[src/rtl/mem_pkg.sv]
// Shared opcodes, FSM/width enums and lane helpers for the data-memory access sequencer.
package mem_pkg;

  localparam logic [5:0] OP_LB  = 6'b100000;
  localparam logic [5:0] OP_LH  = 6'b100001;
  localparam logic [5:0] OP_LW  = 6'b100011;
  localparam logic [5:0] OP_LBU = 6'b100100;
  localparam logic [5:0] OP_LHU = 6'b100101;
  localparam logic [5:0] OP_SB  = 6'b101000;
  localparam logic [5:0] OP_SH  = 6'b101001;
  localparam logic [5:0] OP_SW  = 6'b101011;

  typedef enum logic [2:0] {IDLE, RD, WR, DONE, HOLD} state_e;
  typedef enum logic [1:0] {BYTE, HALF, WORD} width_e;

  typedef struct packed {
    width_e width;
    logic   is_signed;
  } access_t;

  // Unlisted load opcodes fall back to a full word.
  function automatic access_t decode_load(input logic [5:0] op);
    access_t a;
    case (op)
      OP_LB:   a = '{width: BYTE, is_signed: 1'b1};
      OP_LH:   a = '{width: HALF, is_signed: 1'b1};
      OP_LBU:  a = '{width: BYTE, is_signed: 1'b0};
      OP_LHU:  a = '{width: HALF, is_signed: 1'b0};
      default: a = '{width: WORD, is_signed: 1'b0};
    endcase
    return a;
  endfunction

  function automatic access_t decode_store(input logic [5:0] op);
    access_t a;
    case (op)
      OP_SB:   a = '{width: BYTE, is_signed: 1'b0};
      OP_SH:   a = '{width: HALF, is_signed: 1'b0};
      default: a = '{width: WORD, is_signed: 1'b0};
    endcase
    return a;
  endfunction

  function automatic logic [3:0] lanes(input width_e w, input logic [1:0] off);
    case (w)
      BYTE:    return 4'b0001 << off;
      HALF:    return 4'b0011 << {off[1], 1'b0};
      default: return 4'b1111;
    endcase
  endfunction

  function automatic logic [31:0] replicate(input width_e w, input logic [31:0] d);
    case (w)
      BYTE:    return {4{d[7:0]}};
      HALF:    return {2{d[15:0]}};
      default: return d;
    endcase
  endfunction

endpackage

[src/rtl/load_extract.sv]
// Combinational lane select plus sign/zero extension of bus read data.
module load_extract
  import mem_pkg::*;
(
  input  logic [31:0] readdata,
  input  width_e      width,
  input  logic        is_signed,
  input  logic [1:0]  byte_off,
  output logic [31:0] data
);

  logic [7:0]  sel_byte;
  logic [15:0] sel_half;

  always_comb begin
    sel_byte = readdata[{byte_off, 3'b000} +: 8];
    sel_half = readdata[{byte_off[1], 4'b0000} +: 16];
    case (width)
      BYTE:    data = {{24{is_signed & sel_byte[7]}}, sel_byte};
      HALF:    data = {{16{is_signed & sel_half[15]}}, sel_half};
      default: data = readdata;
    endcase
  end

endmodule

[src/rtl/mem_access_sequencer.sv]
// Runs one Avalon-style data-bus transaction per MemRead/MemWrite level request.
// Optional MEM_ALIGN_CHECK_EN adds the align_err port and skips misaligned accesses.
module mem_access_sequencer
  import mem_pkg::*;
(
  input  logic        clk,
  input  logic        reset,
  input  logic        mem_read,
  input  logic        mem_write,
  input  logic [5:0]  opcode,
  input  logic [31:0] addr,
  input  logic [31:0] store_data,
  output logic [31:0] avm_address,
  output logic        avm_read,
  output logic        avm_write,
  output logic [31:0] avm_writedata,
  output logic [3:0]  avm_byteenable,
  input  logic        avm_waitrequest,
  input  logic [31:0] avm_readdata,
  output logic [31:0] load_data,
  output logic        end_of_inst_reg,
  output logic        end_of_inst_store
`ifdef MEM_ALIGN_CHECK_EN
  ,
  output logic        align_err
`endif
);

  state_e      state_q, state_d;
  width_e      width_q, width_d;
  logic        signed_q, signed_d;
  logic [1:0]  off_q, off_d;
  logic [31:0] address_q, address_d;
  logic [31:0] writedata_q, writedata_d;
  logic [3:0]  be_q, be_d;
  logic [31:0] load_data_q, load_data_d;
  logic        read_q, read_d;
  logic        write_q, write_d;
  logic        eoi_reg_q, eoi_reg_d;
  logic        eoi_store_q, eoi_store_d;
  access_t     acc;
  logic [31:0] extracted;
`ifdef MEM_ALIGN_CHECK_EN
  logic        align_err_q, align_err_d;
  logic        misaligned;
`endif

  load_extract u_load_extract (
    .readdata  (avm_readdata),
    .width     (width_q),
    .is_signed (signed_q),
    .byte_off  (off_q),
    .data      (extracted)
  );

  always_comb begin
    // NOTE: every variable gets a default before the case so no path can leave it unassigned (no latches).
    state_d     = state_q;
    width_d     = width_q;
    signed_d    = signed_q;
    off_d       = off_q;
    address_d   = address_q;
    writedata_d = writedata_q;
    be_d        = be_q;
    load_data_d = load_data_q;
    read_d      = 1'b0;
    write_d     = 1'b0;
    eoi_reg_d   = 1'b0;
    eoi_store_d = 1'b0;
    acc         = mem_read ? decode_load(opcode) : decode_store(opcode);
`ifdef MEM_ALIGN_CHECK_EN
    align_err_d = 1'b0;
    misaligned  = (acc.width == HALF && addr[0]) || (acc.width == WORD && addr[1:0] != 2'b00);
`endif

    case (state_q)
      IDLE: begin
        if (mem_read || mem_write) begin
          width_d   = acc.width;
          signed_d  = acc.is_signed;
          off_d     = addr[1:0];
          address_d = {addr[31:2], 2'b00};
          be_d      = lanes(acc.width, addr[1:0]);
          if (!mem_read) writedata_d = replicate(acc.width, store_data);
`ifdef MEM_ALIGN_CHECK_EN
          if (misaligned) begin
            state_d     = DONE;
            align_err_d = 1'b1;
            eoi_reg_d   = mem_read;
            eoi_store_d = !mem_read;
          end else
`endif
          begin
            state_d = mem_read ? RD : WR;
            read_d  = mem_read;
            write_d = !mem_read;
          end
        end
      end
      RD: begin
        if (avm_waitrequest) begin
          read_d = 1'b1;
        end else begin
          state_d     = DONE;
          load_data_d = extracted;
          eoi_reg_d   = 1'b1;
        end
      end
      WR: begin
        if (avm_waitrequest) begin
          write_d = 1'b1;
        end else begin
          state_d     = DONE;
          eoi_store_d = 1'b1;
        end
      end
      DONE: state_d = HOLD;
      // Wait for both level requests to drop so a lingering request cannot retrigger.
      HOLD: if (!mem_read && !mem_write) state_d = IDLE;
      default: state_d = IDLE;
    endcase
  end

  // NOTE: sequential state uses non-blocking assignments only; the async reset clears every register.
  always_ff @(posedge clk or posedge reset) begin
    if (reset) begin
      state_q     <= IDLE;
      width_q     <= BYTE;
      signed_q    <= 1'b0;
      off_q       <= 2'b00;
      address_q   <= '0;
      writedata_q <= '0;
      be_q        <= '0;
      load_data_q <= '0;
      read_q      <= 1'b0;
      write_q     <= 1'b0;
      eoi_reg_q   <= 1'b0;
      eoi_store_q <= 1'b0;
`ifdef MEM_ALIGN_CHECK_EN
      align_err_q <= 1'b0;
`endif
    end else begin
      state_q     <= state_d;
      width_q     <= width_d;
      signed_q    <= signed_d;
      off_q       <= off_d;
      address_q   <= address_d;
      writedata_q <= writedata_d;
      be_q        <= be_d;
      load_data_q <= load_data_d;
      read_q      <= read_d;
      write_q     <= write_d;
      eoi_reg_q   <= eoi_reg_d;
      eoi_store_q <= eoi_store_d;
`ifdef MEM_ALIGN_CHECK_EN
      align_err_q <= align_err_d;
`endif
    end
  end

  assign avm_address       = address_q;
  assign avm_read          = read_q;
  assign avm_write         = write_q;
  assign avm_writedata     = writedata_q;
  assign avm_byteenable    = be_q;
  assign load_data         = load_data_q;
  assign end_of_inst_reg   = eoi_reg_q;
  assign end_of_inst_store = eoi_store_q;
`ifdef MEM_ALIGN_CHECK_EN
  assign align_err         = align_err_q;
`endif

endmodule

[config.mk]
export PLATFORM = sky130hd
export DESIGN_NAME = mem_access_sequencer
export DESIGN_NICKNAME = d
export VERILOG_FILES = /design/src/rtl/mem_pkg.sv /design/src/rtl/load_extract.sv /design/src/rtl/mem_access_sequencer.sv
export SDC_FILE = /design/constraint.sdc
export NUM_CORES = 1
export LEC_CHECK = 0
export BUFFER_PORTS_ARGS = -buffer_cell sky130_fd_sc_hd__buf_2
export CAP_MARGIN = 25
export CORE_ASPECT_RATIO = 0.9
export CORE_MARGIN = 2
export CORE_UTILIZATION = 49
export CTS_BUF_LIST = sky130_fd_sc_hd__clkbuf_2 sky130_fd_sc_hd__clkbuf_4 sky130_fd_sc_hd__clkbuf_8
export DETAILED_ROUTE_END_ITERATION = 10
export GPL_TIMING_DRIVEN = 0
export PLACE_DENSITY = 0.82
export SLEW_MARGIN = 20
export SYNTH_ARGS = -nofsm -noshare
export SYNTH_HDL_FRONTEND = slang
export SYNTH_SLANG_ARGS = --single-unit
export TNS_END_PERCENT = 20
[constraint.sdc]
create_clock -name clk -period 3.4 [get_ports clk]
set_input_delay 0 -clock clk [delete_from_list [all_inputs] [get_ports clk]]
set_output_delay 0 -clock clk [all_outputs]
set_load 0.1 [all_outputs]
==> impl_metrics.csv <==
group,metric,value,unit
floorplanning,die_h,99.3,um
sta,drv_slew,0,
layout,nNetsFinal,925,
worst_hold_path,holdCritPathClass,"input port to flip-flop",
yosys,synth_xor_area_share,0,%
yosys,synthMuxAreaShare,11.5,%
worst_setup_path,cp_top_family,"buffers and inverters",
clocking,clock_latency,0.37,ns
routing,avgViaCountPerCell,5.74,
grt,grt_overflow_total,0,
worst_setup_path,crit_chain,"clkbuf_1 -> nor3_1 -> and2_0 -> clkbuf_1 -> clkbuf_1 -> nor2_1 -> a21oi_1 -> dlygate4sd3_1",
yosys,synthArstFlopShare,100,%
yosys,ys_seq_area_share,55.7,%
yosys,synth-compound-area-share,13.2,%
routing,wl_per_cell,19.1,um
grt,grt_max_degree,77,
worst_setup_path,critPathCaptureType,"flip-flop",
yosys,synth_edf_count,0,
place,place_area,6190,sq um
yosys,syn_area,4950,sq um
clocking,cts_resized,0,
clocking,cts.path.max_buffers,2,
clocking,cts_setup_buffers,0,
worst_setup_path,r2r_setup_slack,0.62,ns
worst_setup_path,worstPathRequired,3.70,ns
sta,worst_pin_slew,0.687,ns
yosys,syn_inst,490,
routing,drtAntennaViolNets,0,
routing,drtIter0Drc,516,
layout,syn_to_final_growth,50.9,%
worst_setup_path,crit_path_top_delay_cell,"dlygate4sd3_1",
worst_setup_path,r2r_end,"avm_writedata[19]",
sta,finalSetupViolations,0,
yosys,yosysTopAreaCellShare,55.7,%
floorplanning,core-area,9740,sq um
worst_setup_path,timing.rr.start,"state_q[1]",
worst_setup_path,worst_r2r_path_depth,8,
clocking,cts_tree,"yes",
place,gp_congestion,0.889,
clocking,cts_root_buffer,"clkbuf_8",
yosys,post-synth-top-count-cell,"dfrtp_1",
yosys,synth_commonest_cells,"110 x dfrtp_1, 72 x nand2_1, 49 x a21oi_1",
worst_setup_path,max_stage_delay,0.63,ns
floorplanning,dieWidth,110,um
yosys,synth_warnings,0,
layout,n_antenna_cell,0,
grt,grt_pass1_wl,28100,um
yosys,synth_area_leaders,"dfrtp_1 56%, mux2_2 11%, nand2_1 5.5%",
clocking,cts_sinks,110,
layout,design_area,7460,sq um
run_status,status,"complete, no violations",
sta,max_freq,0.359,GHz
floorplanning,io_pins,211,
yosys,ys_seq_elements,110,
yosys,synthFlopType,"dfrtp_1",
sta,skew,0.0133,ns
routing,dr.pass1.iters,8,
clocking,htreeDepth,3,
floorplanning,start_util,50.8,%
grt,grt_usage,33.5,%
sta,max-slew-margin-rel,54.1,%
layout,drive_above_1_share,35.6,%
sta,fin_crit_sh,81.8,%
yosys,synthDistinctLibCells,37,
yosys,yosys.area_share.simple,15.7,%
clocking,cts_made_buffers,9,
worst_setup_path,critical_path_buf_inv_count,4,
worst_setup_path,path_class,"flip-flop to flip-flop",
worst_setup_path,cpMostUsedCell,"clkbuf_1",
grt,grt_pass1_vias,5757,
sta,rsz0062_at_grt,"no",
yosys,synthAdderAreaFrac,0,%
layout,utilization,76.6,%
worst_hold_path,hp-start,"avm_readdata[11]",
place,portBuffers,208,
floorplanning,die_area,10900,sq um
place,dp_hpwl,10500,um
yosys,synth_top_family_by_area,"simple AND/OR/NAND/NOR gates",
worst_hold_path,whs_path_depth,4,
routing,dr_total_vias,5445,
grt,antenna_found_initial,0,
yosys,yosys.area.top_type,"dfrtp_1",
floorplanning,rows,34,
clocking,path_clk_slew,0.11,ns
yosys,syn_avg_cell_area,10.1,sq um
routing,drc,0,
worst_setup_path,start_kind,"flip-flop",
worst_setup_path,crit_fanout,10,
sta,finalHoldViolations,0,
routing,drt-total-wl,18100,um
worst_hold_path,hold_end,"load_data[11]",
clocking,cts_hold_buf,106,
worst_setup_path,worstPathArrival,3.08,ns
flow_run,maxCapViolCount,0,
sta,period_needed,2.78,ns
-- worst register-to-register path, stage by stage, from the launching register on --
cell,delay (ns)
dfrtp_1,0.38
clkbuf_1,0.20
nor3_1,0.38
and2_0,0.18
clkbuf_1,0.19
clkbuf_1,0.43
nor2_1,0.14
a21oi_1,0.19
dlygate4sd3_1,0.63
-- layer usage --
metal / track usage, % / routed length (um)
met2: 57.9 / 9060
met4: 20.4 / 1070
met5: 0 / 0
met3: 8.39 / 1810
met1: 36.6 / 6210
-- cell families after synthesis --
logic type	Yosys count
other	1
AND/OR/NAND/NOR	169
AO/OA/AOI/OAI	115
multiplexers	51
flip-flops	110
buffers and inverters	44
-- layout make-up --
class,count,area [sq um]
tap,126,158
multi-input combinational,337,2010
inverter,8,35.0
fill,628,2280
clock buffer,11,151
sequential,110,2750
buffer,36,160
clock inverter,5,65.1
timing repair buffer,316,2130
-- through the flow --
stage | hold WS (ns) | std cells | setup TNS (ns) | setup slack (ns)
after floorplan | 0.0714 | 491 | 0 | 0.498
after global placement | 0.228 | 825 | -72.54 | -0.665
after detailed placement | 0.00855 | 827 | 0 | 1.27
after CTS | 0.000219 | 949 | 0 | 0.884
after global routing | 0.0294 | 949 | 0 | 0.397
final | 0.0261 | 949 | 0 | 0.618
-- worst max path at each step --
| stage | from | end | slack (ns) | cells after the start |
|---|---|---|---|---|
| global placement | reset | avm_writedata[10] | -0.66 | 2 |
| floorplan | reset | avm_address[10] | 0.50 | 1 |
| CTS | state_q[1] | avm_writedata[14] | 0.88 | 8 |
| finish | state_q[1] | avm_writedata[19] | 0.62 | 8 |
| global route | state_q[1] | avm_writedata[19] | 0.40 | 8 |
| detailed placement | state_q[2] | load_data[12] | 1.27 | 6 |
-- placed cells by master (no fill, tap or decap), types with 6 or more instances in the layout --
| cell type | Yosys | routed |
|---|---|---|
| buf_2 | 8 | 217 |
| dfrtp_1 | 110 | 110 |
| clkbuf_8 | 0 | 11 |
| dlygate4sd3_1 | 0 | 106 |
| inv_1 | 7 | 6 |
| a222oi_1 | 7 | 7 |
| clkbuf_1 | 24 | 24 |
| nand2_1 | 72 | 72 |
| mux2_2 | 48 | 48 |
| nor2_1 | 37 | 37 |
| nand3b_1 | 8 | 8 |
| a21oi_1 | 49 | 49 |
| nand3_1 | 34 | 34 |
| o21ai_0 | 43 | 43 |
Power is left out: the tool's default activity adds up to more than one toggle a clock period on the data nets, which glitch-free logic cannot reach.
